===== src/rtl/pll_clk_rst_mgr_pkg.sv =====
// Shared types for the PLL clock/reset manager: FSM state encoding.
package pll_clk_rst_mgr_pkg;

  localparam int unsigned STATE_W = 2;

  typedef enum logic [STATE_W-1:0] {
    WAIT_LOCK = 2'd0,
    SETTLE    = 2'd1,
    RUN       = 2'd2
  } state_e;

endpackage


===== src/rtl/pll_clk_rst_mgr_tick_div.sv =====
// Programmable clock-enable divider: one-cycle registered strobe every div_i enabled cycles.
module tick_div #(
  parameter int unsigned DIV_W = 16
) (
  input  logic             clk_i,
  input  logic             rst_ni,
  input  logic             en_i,
  input  logic [DIV_W-1:0] div_i,
  output logic             tick_o
);

  logic [DIV_W-1:0] cnt_q, cnt_d;
  logic             tick_q, tick_d;
  logic             wrap;

  // cnt+1 >= div in one extra bit: div of 0 or 1 wraps every cycle, and a
  // divisor lowered below the running count wraps immediately.
  assign wrap = ({1'b0, cnt_q} + {{DIV_W{1'b0}}, 1'b1}) >= {1'b0, div_i};

  always_comb begin
    cnt_d  = '0;
    tick_d = 1'b0;
    if (en_i) begin
      tick_d = wrap;
      cnt_d  = wrap ? '0 : cnt_q + DIV_W'(1);
    end
  end

  always_ff @(posedge clk_i or negedge rst_ni) begin
    if (!rst_ni) begin
      cnt_q  <= '0;
      tick_q <= 1'b0;
    end else begin
      cnt_q  <= cnt_d;
      tick_q <= tick_d;
    end
  end

  assign tick_o = tick_q;

endmodule


===== src/rtl/pll_clk_rst_mgr.sv =====
// PLL-domain reset manager: lock synchroniser, settle FSM, lock-loss counter, tick strobes.
module pll_clk_rst_mgr
  import pll_clk_rst_mgr_pkg::*;
#(
  parameter int unsigned SYNC_STAGES = 2,
  parameter int unsigned LOCK_CYCLES = 1024,
  parameter int unsigned NUM_TICKS   = 2,
  parameter int unsigned DIV_W       = 16,
  parameter int unsigned LOSS_CNT_W  = 8
) (
  input  logic                       clk_i,
  input  logic                       rst_ni,
  input  logic                       pll_locked_i,
  input  logic                       rst_req_i,
  input  logic [NUM_TICKS*DIV_W-1:0] tick_div_i,
  output logic                       sys_rst_no,
  output logic [NUM_TICKS-1:0]       tick_o,
  output logic [LOSS_CNT_W-1:0]      loss_cnt_o,
  output logic [STATE_W-1:0]         state_o
);

  localparam int unsigned CNT_W = $clog2(LOCK_CYCLES + 1);
  localparam logic [CNT_W-1:0] SETTLE_LAST = CNT_W'(LOCK_CYCLES - 1);

  logic [SYNC_STAGES-1:0] sync_q;
  logic                   lock_s;
  state_e                 state_q, state_d;
  logic [CNT_W-1:0]       settle_q, settle_d;
  logic [LOSS_CNT_W-1:0]  loss_q, loss_d;
  logic                   sys_rst_q;
  logic                   run_next;

  always_ff @(posedge clk_i or negedge rst_ni) begin
    if (!rst_ni) sync_q <= '0;
    else         sync_q <= {sync_q[SYNC_STAGES-2:0], pll_locked_i};
  end

  assign lock_s = sync_q[SYNC_STAGES-1];

  always_comb begin
    state_d  = state_q;
    settle_d = '0;
    loss_d   = loss_q;
    case (state_q)
      SETTLE: begin
        if (!lock_s) begin
          state_d = WAIT_LOCK;
        end else if (settle_q == SETTLE_LAST) begin
          state_d = RUN;
        end else begin
          settle_d = settle_q + CNT_W'(1);
        end
      end
      RUN: begin
        // Lock loss takes priority over a coincident software request.
        if (!lock_s) begin
          state_d = WAIT_LOCK;
          if (loss_q != '1) loss_d = loss_q + LOSS_CNT_W'(1);
        end else if (rst_req_i) begin
          state_d = SETTLE;
        end
      end
      default: state_d = lock_s ? SETTLE : WAIT_LOCK;
    endcase
  end

  assign run_next = (state_d == RUN);

  always_ff @(posedge clk_i or negedge rst_ni) begin
    if (!rst_ni) begin
      state_q   <= WAIT_LOCK;
      settle_q  <= '0;
      loss_q    <= '0;
      sys_rst_q <= 1'b0;
    end else begin
      state_q   <= state_d;
      settle_q  <= settle_d;
      loss_q    <= loss_d;
      sys_rst_q <= run_next;
    end
  end

  // Dividers are enabled from next-state so their registered strobes align with sys_rst_no.
  for (genvar k = 0; k < NUM_TICKS; k++) begin : g_tick
    tick_div #(
      .DIV_W(DIV_W)
    ) u_tick_div (
      .clk_i (clk_i),
      .rst_ni(rst_ni),
      .en_i  (run_next),
      .div_i (tick_div_i[k*DIV_W +: DIV_W]),
      .tick_o(tick_o[k])
    );
  end

  assign sys_rst_no = sys_rst_q;
  assign loss_cnt_o = loss_q;
  assign state_o    = state_q;

endmodule

===== config.mk =====
export PLATFORM = sky130hd
export DESIGN_NAME = pll_clk_rst_mgr
export DESIGN_NICKNAME = d
export VERILOG_FILES = /design/src/rtl/pll_clk_rst_mgr_pkg.sv /design/src/rtl/pll_clk_rst_mgr_tick_div.sv /design/src/rtl/pll_clk_rst_mgr.sv
export SDC_FILE = /design/constraint.sdc
export NUM_CORES = 1
export LEC_CHECK = 0
export BUFFER_PORTS_ARGS = -buffer_cell sky130_fd_sc_hd__buf_4
export CORE_MARGIN = 3
export CORE_UTILIZATION = 55
export CTS_BUF_LIST = sky130_fd_sc_hd__clkbuf_8
export DETAILED_ROUTE_END_ITERATION = 10
export HOLD_SLACK_MARGIN = 0.1
export MAX_ROUTING_LAYER = met4
export PLACE_DENSITY = 0.85
export SLEW_MARGIN = 20
export SYNTH_ARGS = -nofsm -noshare
export SYNTH_HDL_FRONTEND = slang
export SYNTH_SLANG_ARGS = --single-unit

===== constraint.sdc =====
create_clock -name clk_i -period 3.2 [get_ports clk_i]
set_input_delay 0.64 -clock clk_i [delete_from_list [all_inputs] [get_ports clk_i]]
set_output_delay 0.64 -clock clk_i [all_outputs]
set_load 0.05 [all_outputs]

Yosys cells after proc, flatten, opt, wreduce, memory -nomap -nowiden

Cells that the tools add are included.

Flip-flop bits (word level): 58
Input port bits: 36
Logic and storage cells: 39

$add $sub $neg: 6
Magnitude comparators: 2
Eq/ne operators: 5
Muxes and demuxes: 15
Bitwise logic cells: 1
Reduce and logical (&&, ||, !) cells: 1

Operators by type and width:

| operator                | count |
|---|---|
| $mux W16                | 4 |
| $add A16 B1 Y17 const B | 2 |
| $ge A17 B16 Y1          | 2 |
| $mux W11                | 3 |
| $add A16 B1 Y16 const B | 2 |
| $add A11 B1 Y11 const B | 1 |
| $eq A11 B10 Y1 const B  | 1 |
| $add A8 B1 Y8 const B   | 1 |
| $mux W2                 | 4 |
| $ne A8 B8 Y1 const B    | 1 |
| $eq A2 B2 Y1 const B    | 2 |
| $pmux W2 S2             | 1 |
| $mux W1                 | 3 |
| $reduce_and A3 Y1       | 1 |
| $eq A2 B1 Y1 const B    | 1 |
| $not A1 Y1              | 1 |

Longest topological paths before layout

Gate-level depths: netlist of the first run.

Word-level depth: 6
Mapped depth: 12
Mapped depth without buffers: 11

Cells and area by module

From an unflattened synthesis of the first run, not the netlist that was laid out.

Cells, all modules: 371
Area, all modules: 3808.7 µm²

Modules (own cells, without submodules):

| module          | instances | cells each | area each (µm²) | sequential area each (µm²) |
|---|---|---|---|---|
| tick_div        | 2         | 136        | 1340.0          | 425.4 |
| pll_clk_rst_mgr | 1         | 99         | 1128.6          | 600.6 |

Least setup slack after synthesis of the first run

OpenSTA, ideal clock, no wires.

Kind: register to register
Start: register g_tick[1].u_tick_div.cnt_q[0]
End: register g_tick[1].u_tick_div.cnt_q[0]
Library setup time: 126 ps
Arrival time: 2519 ps
Slack: 555 ps
Stages on the path, launching flop included: 13
Buffers on the path: 1
Period minus slack after synthesis: 2645 ps
Cells stage by stage: dfrtp_1 > ha_1 > nand2_1 > nor4_2 > nand2_1 > xnor2_1 > ha_1 > nand4_1 > o41ai_1 > nand2_1 > nand4_2 > buf_6 > nor3_1

Cells in the longest elaborated chain, start to end: 4
Elaborated cells between the ends (all ways): 5

RTL lines:

| item                              | line                           | source |
|---|---|---|
| start: declaration                | pll_clk_rst_mgr_tick_div.sv:12 | `logic [DIV_W-1:0] cnt_q, cnt_d;` |
| start signal: assignment          | pll_clk_rst_mgr_tick_div.sv:34 | `cnt_q <= cnt_d;` |
| $add A16 B1 Y17                   | pll_clk_rst_mgr_tick_div.sv:18 | `assign wrap = ({1'b0, cnt_q} + {{DIV_W{1'b0}}, 1'b1}) >= {1'b0, div_i};` |
| $ge A17 B16 Y1                    | pll_clk_rst_mgr_tick_div.sv:18 |  |
| $mux W16 (*)                      | pll_clk_rst_mgr_tick_div.sv:25 | `cnt_d = wrap ? '0 : cnt_q + DIV_W'(1);` |
| $mux W16 (*)                      | pll_clk_rst_mgr_tick_div.sv:23 | `if (en_i) begin` |
| net g_tick[1].u_tick_div.cnt_d[0] | pll_clk_rst_mgr_tick_div.sv:12 |  |

Mark *: on every way through the listed nets, which the timed path passes. The rest lies on a longest branch.
A chain may end at the register's enable or synchronous reset.

Final worst setup path of the first run

Start: register g_tick[1].u_tick_div.cnt_q[0]
End: register g_tick[1].u_tick_div.cnt_q[12]

The elaborated chain is that of the path after synthesis.

==> results of run 1 <==
[cells in the mapped netlist, drive strengths merged, types with 2 or more instances]
library cell | count | share of area [%]
dfrtp | 58 | 40
inv | 39 | 4.0
nand2 | 39 | 4.0
ha | 38 | 13
nor2 | 37 | 3.8
xnor2 | 27 | 6.4
nand3 | 18 | 2.6
nand4 | 18 | 3.4
xor2 | 16 | 3.8
a21oi | 14 | 1.9
nor3b | 13 | 3.3
o21ai | 9 | 1.2
and3 | 8 | 1.4
buf | 7 | 1.7
nor3 | 7 | 1.2
and2 | 6 | 1.1
and4 | 5 | 1.2
or3 | 3 | 0.51
nand2b | 2 | 0.34
nor4 | 2 | 0.68
[flip-flops by register name (all words and copies together), names as in the netlist]
name	count
g_tick.u_tick_div.tick_o	2
loss_cnt_o	8
state_o	2
g_tick.u_tick_div.cnt_q	32
sync_q	2
settle_q	11
sys_rst_no	1
[worst max path at each step]
stage | startpoint | endpoint | slack [ps]
global route | g_tick[1].u_tick_div.cnt_q[0]$_DFF_PN0_ | g_tick[1].u_tick_div.cnt_q[0]$_DFF_PN0_ | 30
floorplan | g_tick[1].u_tick_div.cnt_q[0]$_DFF_PN0_ | g_tick[1].u_tick_div.cnt_q[0]$_DFF_PN0_ | 550
detailed placement | g_tick[0].u_tick_div.cnt_q[0]$_DFF_PN0_ | g_tick[0].u_tick_div.cnt_q[7]$_DFF_PN0_ | 200
finish | g_tick[1].u_tick_div.cnt_q[0]$_DFF_PN0_ | g_tick[1].u_tick_div.cnt_q[12]$_DFF_PN0_ | 250
global placement | g_tick[0].u_tick_div.cnt_q[0]$_DFF_PN0_ | g_tick[0].u_tick_div.cnt_q[7]$_DFF_PN0_ | 270
CTS | g_tick[0].u_tick_div.cnt_q[0]$_DFF_PN0_ | g_tick[0].u_tick_div.cnt_q[13]$_DFF_PN0_ | 140
[layer usage]
layer	GRT usage (%)	vias up
met3	3.48	10
met1	25.0	1369
met5	-	-
met2	35.8	70
met4	7.25	0
li1	-	1430
[layout make-up]
| class | count | area [sq um] |
|---|---|---|
| fill | 528 | 2130 |
| multi-input combinational | 279 | 2010 |
| sequential | 58 | 1450 |
| timing repair buffer | 52 | 390 |
| inverter | 39 | 146 |
| clock buffer | 10 | 138 |
| tap | 77 | 96.3 |
| clock inverter | 6 | 57.6 |
[report_power, final]
part           switching [uW]  total (uW)  internal [uW]
Clock                     282         657            375
Combinational            56.1         104           48.2
Sequential               5.31         743            738
Total                     344        1500           1160
[cell families (layout without fill, tap and decap cells)]
family | after synthesis | in the layout
xor gates and xnor gates | 43 | 43
and+or+nand+nor | 161 | 161
DFF | 58 | 58
adders and majority gates | 38 | 38
AOI/OAI and AO/OA | 35 | 35
muxes | 2 | 2
buffers and inverters | 47 | 107
[layout by cell type (no fill, tap or decap), drive strengths merged, types with 2 or more instances in the layout]
| cell type | n |
|---|---|
| and3 | 8 |
| clkinv | 4 |
| nor3 | 7 |
| ha | 38 |
| a21oi | 14 |
| xor2 | 16 |
| nand2 | 39 |
| dfrtp | 58 |
| buf | 52 |
| o21ai | 9 |
| or3 | 3 |
| nor3b | 13 |
| nor4 | 2 |
| nand4 | 18 |
| inv | 40 |
| nor2 | 37 |
| nand3 | 18 |
| nand2b | 2 |
| xnor2 | 27 |
| and4 | 5 |
| and2 | 6 |
| clkbuf | 10 |
[timing repair]
action                                  CTS  global route
endpoints found under the setup margin    0            12
buffers inserted                          0             2
gates resized for setup                   0             1
[stage by stage]
stage | setup WS, ps | instances
final | 252 | 521
after global routing | 26.5 | 521
after CTS | 140 | 519
after detailed placement | 196 | 503
after global placement | 270 | 503
after floorplan | 555 | 384
[worst max-delay path, stage by stage (launching register included)]
cell and delay (ps):
dfrtp_1 440, ha_1 240, nand2_1 160, nor3_2 240
and3_1 200, xor2_1 230, ha_1 290, a21oi_1 140
o21ai_0 110, a41oi_1 270, nand4_2 120, buf_4 210
nor3b_1 210
==> out/qor.yml, run 1 <==
status: "completed"
ctsRootBufferMaster: "clkbuf_8"
final_core_util_pct: 66.9
ys_ff_latch: 58
p_per_area_mw_per_mm2: 350
drt-wirelength-per-cell_um: 14.1
cts_tree: "done"
slew_headroom_pct: 51.4
min_path_cells: 0
via_per_inst: 5.53
yosys.area_share.simple_pct: 24.2
drc: 0
cap_violations: 0
avgSynthCellArea_sq_um: 9.56
port_buffers: 48
via_count: 2879
syn_nets: 458
rrSetupSlack_ps: 250
cts_inserted_buffers: 9
synth-adder-area-share_pct: 13.0
grt_pass1_wl_um: 12300
die_x_um: 87.7
grt_max_degree: 59
top_layer: "met4"
fmax_mhz: 339
period_minus_slack_ps: 2950
wl_met2_um: 3790
clk_path_buf_depth: 2
wl_met3_um: 282
rows: 29
die_y_um: 87.7
synth_top_family_by_area: "simple AND/OR/NAND/NOR gates"
start_util_pct: 57.2
grtUsageTotal_pct: 20.9
path_clk_slew_ps: 70
drive_gt1_share_pct: 19.6
grt-ovfl-total: 0
antenna_found_initial: 0
ioPinCount: 49
async_reset_ff_share_pct: 100
yosysWarnings: 0
final-setup-viol-count: 0
startpoint_type: "register"
cp.arrival_ps: 3180
synth_ff_type: "dfrtp_1"
hpwl_um: 5530
synth_compound_area_share_pct: 6.61
postCtsHoldBufs: 0
ant_nets: 0
critPathMaxFanout: 17
muxShareOfSynthArea_pct: 0.579
hold_viol_final: 0
clock_latency_ps: 330
rr_endpoint: "g_tick[1].u_tick_div.cnt_q[12]$_DFF_PN0_"
reg2reg_depth: 12
final_cell_area_sq_mm: 0.00429
die_area_sq_mm: 0.00769
end_kind: "register"
rsz0062_at_grt: "false"
leakagePower_uw: 0.00221
ir_drop_v: 0.000244
drt-met1-wl_um: 3160
yosys.cell_types.count: 47
syn_inst: 384
reg2reg_from: "g_tick[1].u_tick_div.cnt_q[0]$_DFF_PN0_"
fin_tns_setup_ps: 0
tightest_slew_ps: 729
routed_wl_um: 7350
hold_start: "sync_q[0]$_DFF_PN0_"
ys_seq_area_share_pct: 39.5
synth_edf_count: 0
cts_sinks: 58
power.total_uw: 1500
ctsHtreeMaxLevel: 3
fin_crit_sh_pct: 92.1
diodes: 0
fin_nets: 513
placed_area_sq_mm: 0.00408
whs_ps: 354
slew_violations: 0
min_to: "sync_q[1]$_DFF_PN0_"
critPathRequiredTime_ps: 3430
drt_iter0_drc: 146
fin_skew_ps: 7.31
syn-cell-area_sq_mm: 0.00367
hp-class: "reg2reg"
finalWeightedCongestion: 0.788
synthToLayoutAreaGrowth_pct: 17.0
drt-pass1-iter-count: 4
synthXorXnorAreaFrac_pct: 10.3
core_area_sq_mm: 0.00642
worstSetupPathType: "reg2reg"
grt_pass1_vias: 2815
(Power assumes the default switching activity.)
==> run 2: changes to the inputs <==
- BUFFER_PORTS_ARGS: -buffer_cell sky130_fd_sc_hd__buf_4 -> -buffer_cell sky130_fd_sc_hd__buf_2
==> out/qor.yml, run 2 (same netlist as run 1, synthesis figures left out) <==
hpwl_um: 5570  # +0.77%
swShare_pct: 24.8  # +1.9 points
ioPinCount: 49  # unchanged
startpoint_type: "register"
cap_violations: 0  # unchanged
leakagePower_uw: 0.00218  # -1.4%
fmax_mhz: 333  # -1.9%
regMostFlops: "g_tick.u_tick_div.cnt_q"
routed_wl_um: 7390  # +0.61%
cts_inserted_buffers: 9  # unchanged
final_core_util_pct: 65.1  # -1.8 points
grt_pass1_vias: 2847  # +1.1%
final_cell_mix: "58 x dfrtp_1, 48 x buf_2, 41 x inv_1"
finalWeightedCongestion: 0.795  # +0.93%
reg2reg_depth: 11  # -1
diodes: 0  # unchanged
antenna_found_initial: 0  # unchanged
end_kind: "register"
largest_register_ffs: 32  # unchanged
clock_latency_ps: 340  # about the same
port_buffers: 48  # unchanged
rr_endpoint: "g_tick[1].u_tick_div.cnt_q[0]$_DFF_PN0_"
hold_viol_final: 0  # unchanged
critPathMaxFanout: 12  # -5
crit_family: "simple AND/OR/NAND/NOR gates"
grt_pass1_wl_um: 12700  # +2.8%
die_area_sq_mm: 0.00769  # unchanged
critPathRequiredTime_ps: 3440  # about the same
p_clk_share_pct: 39.4  # -4.3 points
crit_buf_inv: 1  # unchanged
drt_iter0_drc: 136  # -6.8%
ctsRootBufferMaster: "clkbuf_8"
status: "completed"
cp.arrival_ps: 3250  # +70 ps
final_common_cell: "dfrtp_1"
ctsHtreeMaxLevel: 3  # unchanged
crit_slowest_cell: "nor4_2"
via_count: 2887  # +0.28%
crit_path_max_incr_delay_ps: 520  # +80 ps
p_switching_uw: 342  # -0.46%
hold_start: "sync_q[0]$_DFF_PN0_"
core_area_sq_mm: 0.00642  # unchanged
slew_violations: 0  # unchanged
drt-pass1-iter-count: 5  # +1
die_x_um: 87.7  # unchanged
grt-ovfl-total: 0  # unchanged
period_minus_slack_ps: 3000  # +56.5 ps
clk_path_buf_depth: 2  # unchanged
dp_cells: 507  # +0.80%
worstSetupPathType: "reg2reg"
via_per_inst: 5.53  # about the same
final_cell_area_sq_mm: 0.00418  # -2.6%
drt-wirelength-per-cell_um: 14.2  # +0.42%
grt_max_degree: 47  # -20%
cts_sinks: 58  # unchanged
slew_headroom_pct: 33.6  # -18 points
ant_nets: 0  # unchanged
path_clk_slew_ps: 60  # about the same
fin_cells: 522  # +0.19%
fin_skew_ps: 5.88  # -1.44 ps
hp-class: "reg2reg"
post_cts_buffers: 0  # unchanged
reg2reg_from: "g_tick[1].u_tick_div.cnt_q[2]$_DFF_PN0_"
p_per_area_mw_per_mm2: 330  # -5.7%
drive_gt1_share_pct: 19.8  # +0.18 points
min_path_cells: 0  # unchanged
grtUsageTotal_pct: 21.7  # +0.81 points
p_comb_share_pct: 6.8  # about the same
rrSetupSlack_ps: 200  # -60 ps
rows: 29  # unchanged
synthToLayoutAreaGrowth_pct: 13.9
die_y_um: 87.7  # unchanged
cts_tree: "done"
final-setup-viol-count: 0  # unchanged
fin_nets: 515  # +0.39%
intPower_uw: 1040  # -10%
seq_power_share_pct: 53.8  # +4.4 points
start_util_pct: 57.2  # unchanged
min_to: "sync_q[1]$_DFF_PN0_"
tightest_slew_ps: 996  # +268 ps
fin_crit_sh_pct: 93.9  # +1.8 points
drc: 0  # unchanged
placed_area_sq_mm: 0.00399  # -2.2%
ir_drop_v: 0.000295  # +21%
cp_cell_sequence: "nand3_2, nor4_2, nand2_1, xnor2_1, ha_1, nand3_1, nor2_1, a32oi_1, nand4_4, buf_4, nor3_1"
==> run 2: worst register-to-register path, stage by stage, from the launching register on <==
cell,delay (ps)
dfrtp_1,420
nand3_2,190
nor4_2,520
nand2_1,160
xnor2_1,240
ha_1,300
nand3_1,120
nor2_1,50
a32oi_1,270
nand4_4,260
buf_4,240
nor3_1,130
==> run 2: worst max path at each step <==
stage,start,end,cells past startpoint
after floorplan,g_tick[1].u_tick_div.cnt_q[0]$_DFF_PN0_,g_tick[1].u_tick_div.cnt_q[0]$_DFF_PN0_,12
after global placement,g_tick[1].u_tick_div.cnt_q[1]$_DFF_PN0_,g_tick[1].u_tick_div.cnt_q[0]$_DFF_PN0_,12
after detailed placement,g_tick[1].u_tick_div.cnt_q[1]$_DFF_PN0_,g_tick[1].u_tick_div.cnt_q[0]$_DFF_PN0_,12
after CTS,g_tick[1].u_tick_div.cnt_q[1]$_DFF_PN0_,g_tick[1].u_tick_div.cnt_q[0]$_DFF_PN0_,12
after global routing,g_tick[1].u_tick_div.cnt_q[2]$_DFF_PN0_,g_tick[1].u_tick_div.cnt_q[0]$_DFF_PN0_,11
final,g_tick[1].u_tick_div.cnt_q[2]$_DFF_PN0_,g_tick[1].u_tick_div.cnt_q[0]$_DFF_PN0_,11
==> run 2: timing repair <==
action / CTS / global route
hold buffers: 0 / 0
resized for setup: 0 / 5
setup endpoints to repair: 0 / 25
==> run 2: area by class of cell <==
cell class / count / area [sq um]
timing repair buffer: 54 / 285
tap: 77 / 96.3
multi-input combinational: 279 / 2050
sequential: 58 / 1450
clock inverter: 6 / 28.8
clock buffer: 9 / 124
fill: 508 / 2240
inverter: 39 / 146
==> run 2: metrics by stage <==
stage                     hold WS, ps  total power [uW]  setup TNS [ps]  worst slack [ps]
after detailed placement          345               851               0               223
final                             355              1380               0               195
after global placement            332               845               0               316
after floorplan                   331               802               0               555
after global routing              374              1450           -48.8             -20.9
after CTS                         359              1390               0               202
==> run 2: per-layer routing <==
metal	up-vias	global-route usage (%)	part of all wire, %
met5	-	-	0
met4	0	9.21	2.5
met3	15	5.17	5.2
met2	87	34.5	49
met1	1359	26.6	43
li1	1426	-	-
==> run 2: power groups by stage <==
stage	registers [uW]	logic (uW)	clock network [uW]
2_1_floorplan	760	41.0	0
3_3_place_gp	756	89.7	0
3_5_place_dp	756	94.6	0
4_1_cts	743	94.9	555
5_1_grt	743	108	595
6_report	743	94.5	544
==> run 3: changes to the inputs <==
- CORE_MARGIN: 3 -> 4
==> out/qor.yml, run 3 (same netlist as run 1, synthesis figures left out) <==
status: "completed"
port_buffers: 48  # unchanged
p_switching_uw: 350  # +2.2%
ant_nets: 0  # unchanged
die_y_um: 89.7  # +2.3%
diodes: 0  # unchanged
via_per_inst: 5.57  # +0.67%
cts_inserted_buffers: 9  # unchanged
hpwl_um: 5710  # +2.4%
clock_latency_ps: 330  # about the same
seq_power_share_pct: 47.1  # -6.7 points
leakagePower_uw: 0.00220  # +0.69%
p_clk_share_pct: 47.1  # +7.7 points
critPathRequiredTime_ps: 3430  # about the same
finalWeightedCongestion: 0.817  # +2.8%
die_area_sq_mm: 0.00805  # +4.6%
ctsRootBufferMaster: "clkbuf_8"
grt_max_degree: 45  # -4.3%
drt-wirelength-per-cell_um: 14.5  # +2.4%
grt_pass1_vias: 2960  # +4.0%
hp-class: "reg2reg"
fin_skew_ps: 6.99  # +1.11 ps
antenna_found_initial: 0  # unchanged
grt-ovfl-total: 0  # unchanged
critPathMaxFanout: 7  # -5
fmax_mhz: 330  # -0.72%
slew_headroom_pct: 37.0  # +3.4 points
path_clk_slew_ps: 70  # about the same
top_usage_layer: "met2"
fin_nets: 515  # unchanged
fin_crit_sh_pct: 94.6  # +0.68 points
largest_register_ffs: 32  # unchanged
core_area_sq_mm: 0.00642  # unchanged
ioPinCount: 49  # unchanged
hold_viol_final: 0  # unchanged
regMostFlops: "g_tick.u_tick_div.cnt_q"
cp.arrival_ps: 3260  # about the same
drt-pass1-iter-count: 4  # -1
intPower_uw: 1230  # +18%
cts_sinks: 58  # unchanged
placed_area_sq_mm: 0.00399  # unchanged
die_x_um: 89.7  # +2.3%
clk_path_buf_depth: 2  # unchanged
cts_tree: "done"
met3_usage_pct: 3.26  # -1.9 points
whs_ps: 354  # -0.855 ps
via_count: 2912  # +0.87%
end_kind: "register"
start_util_pct: 57.2  # unchanged
routed_wl_um: 7580  # +2.6%
final_common_cell: "dfrtp_1"
slew_violations: 0  # unchanged
drive_gt1_share_pct: 20.2  # +0.40 points
post_cts_buffers: 0  # unchanged
rows: 29  # unchanged
synthToLayoutAreaGrowth_pct: 15.2
drc: 0  # unchanged
met1_usage_pct: 23.4  # -3.1 points
ctsHtreeMaxLevel: 3  # unchanged
cap_violations: 0  # unchanged
final_cell_area_sq_mm: 0.00423  # +1.1%
tightest_slew_ps: 945  # -51.7 ps
p_comb_share_pct: 5.9  # -0.9 points
ir_drop_v: 0.000227  # -23%
fill_cells: 483  # -4.9%
worstSetupPathType: "reg2reg"
grt_use_met2_pct: 33.8  # -0.62 points
swShare_pct: 22.2  # -2.6 points
period_minus_slack_ps: 3030  # +21.7 ps
startpoint_type: "register"
p_per_area_mw_per_mm2: 373  # +13%
final_cell_mix: "58 x dfrtp_1, 48 x buf_2, 39 x nand2_1, 39 x inv_1, 38 x ha_1"
final-setup-viol-count: 0  # unchanged
grtUsageTotal_pct: 19.8  # -1.9 points
grt_pass1_wl_um: 12900  # +2.2%
drt_iter0_drc: 166  # +22%
-- run 3: cell count changes in the layout (fill, tap and decap cells not counted) --
cell	previous run	this run
a41oi_2	1	0
nand4_4	1	0
nor3b_2	5	6
o41ai_2	1	0
a41oi_1	0	1
bufinv_16	0	2
clkbuf_8	9	10
inv_1	41	39
nand4_2	1	2
nor3b_1	8	7
o41ai_1	0	1
-- run 3: what timing repair did --
action                     4_1_cts  5_1_grt
hold buffers                     0        0
setup endpoints to repair        0       10
resized for setup                0        3
-- run 3: path summary, 6_finish.rpt --
path	cells after the start	start	slack, ps	end
setup / recovery	12	g_tick[1].u_tick_div.cnt_q[0]$_DFF_PN0_	170	g_tick[1].u_tick_div.cnt_q[10]$_DFF_PN0_
hold / removal	0	sync_q[0]$_DFF_PN0_	350	sync_q[1]$_DFF_PN0_
setup reg to reg	12	g_tick[1].u_tick_div.cnt_q[0]$_DFF_PN0_	170	g_tick[1].u_tick_div.cnt_q[10]$_DFF_PN0_
hold reg to reg	0	sync_q[0]$_DFF_PN0_	350	sync_q[1]$_DFF_PN0_
max in group asynchronous	2	rst_ni	1990	loss_cnt_o[5]$_DFFE_PN0P_
min in group asynchronous	1	rst_ni	440	g_tick[1].u_tick_div.cnt_q[13]$_DFF_PN0_
-- run 3: area by class of cell --
cell class | count | area, sq um | share of cell area, %
Multi-Input combinational cell | 279 | 2030 | 48.0
Sequential cell | 58 | 1450 | 34.3
Timing Repair Buffer | 54 | 285 | 6.75
Inverter | 39 | 146 | 3.46
Clock buffer | 10 | 138 | 3.25
Tap cell | 77 | 96.3 | 2.28
Clock inverter | 6 | 81.3 | 1.92
-- run 3: layer usage --
layer | up-vias | routed length, um
li1 | 1430 | -
met1 | 1382 | 3090
met2 | 84 | 3960
met3 | 16 | 363
met4 | 0 | 175
met5 | - | 0
-- run 3: stage by stage --
stage          power (uW)  worst slack, ps  TNS, ps  instances  util (%)
6_report             1580              174        0        523      65.8
5_1_grt              1640            -22.0    -22.0        523      65.8
4_1_cts              1590              112        0        523      65.5
3_5_place_dp          850              227        0        507      62.0
3_3_place_gp          845              347        0        507      62.0
2_1_floorplan         802              555        0        384         -
-- run 3: critical path, stage by stage, from the launching register on --
cell,delay (ps)
dfrtp_1,450
ha_1,240
nand2_1,150
nor3_2,230
and3_1,200
xor2_1,250
ha_1,300
a21oi_1,130
o21ai_0,110
a41oi_1,260
nand4_2,160
buf_4,210
nor3b_2,220
-- run 3: power by group through the flow --
stage	Combinational (uW)	Sequential (uW)	Clock (uW)
2_1_floorplan	41.0	760	0
3_3_place_gp	88.9	756	0
3_5_place_dp	94.0	756	0
4_1_cts	94.4	743	749
5_1_grt	107	743	793
6_report	92.3	743	742
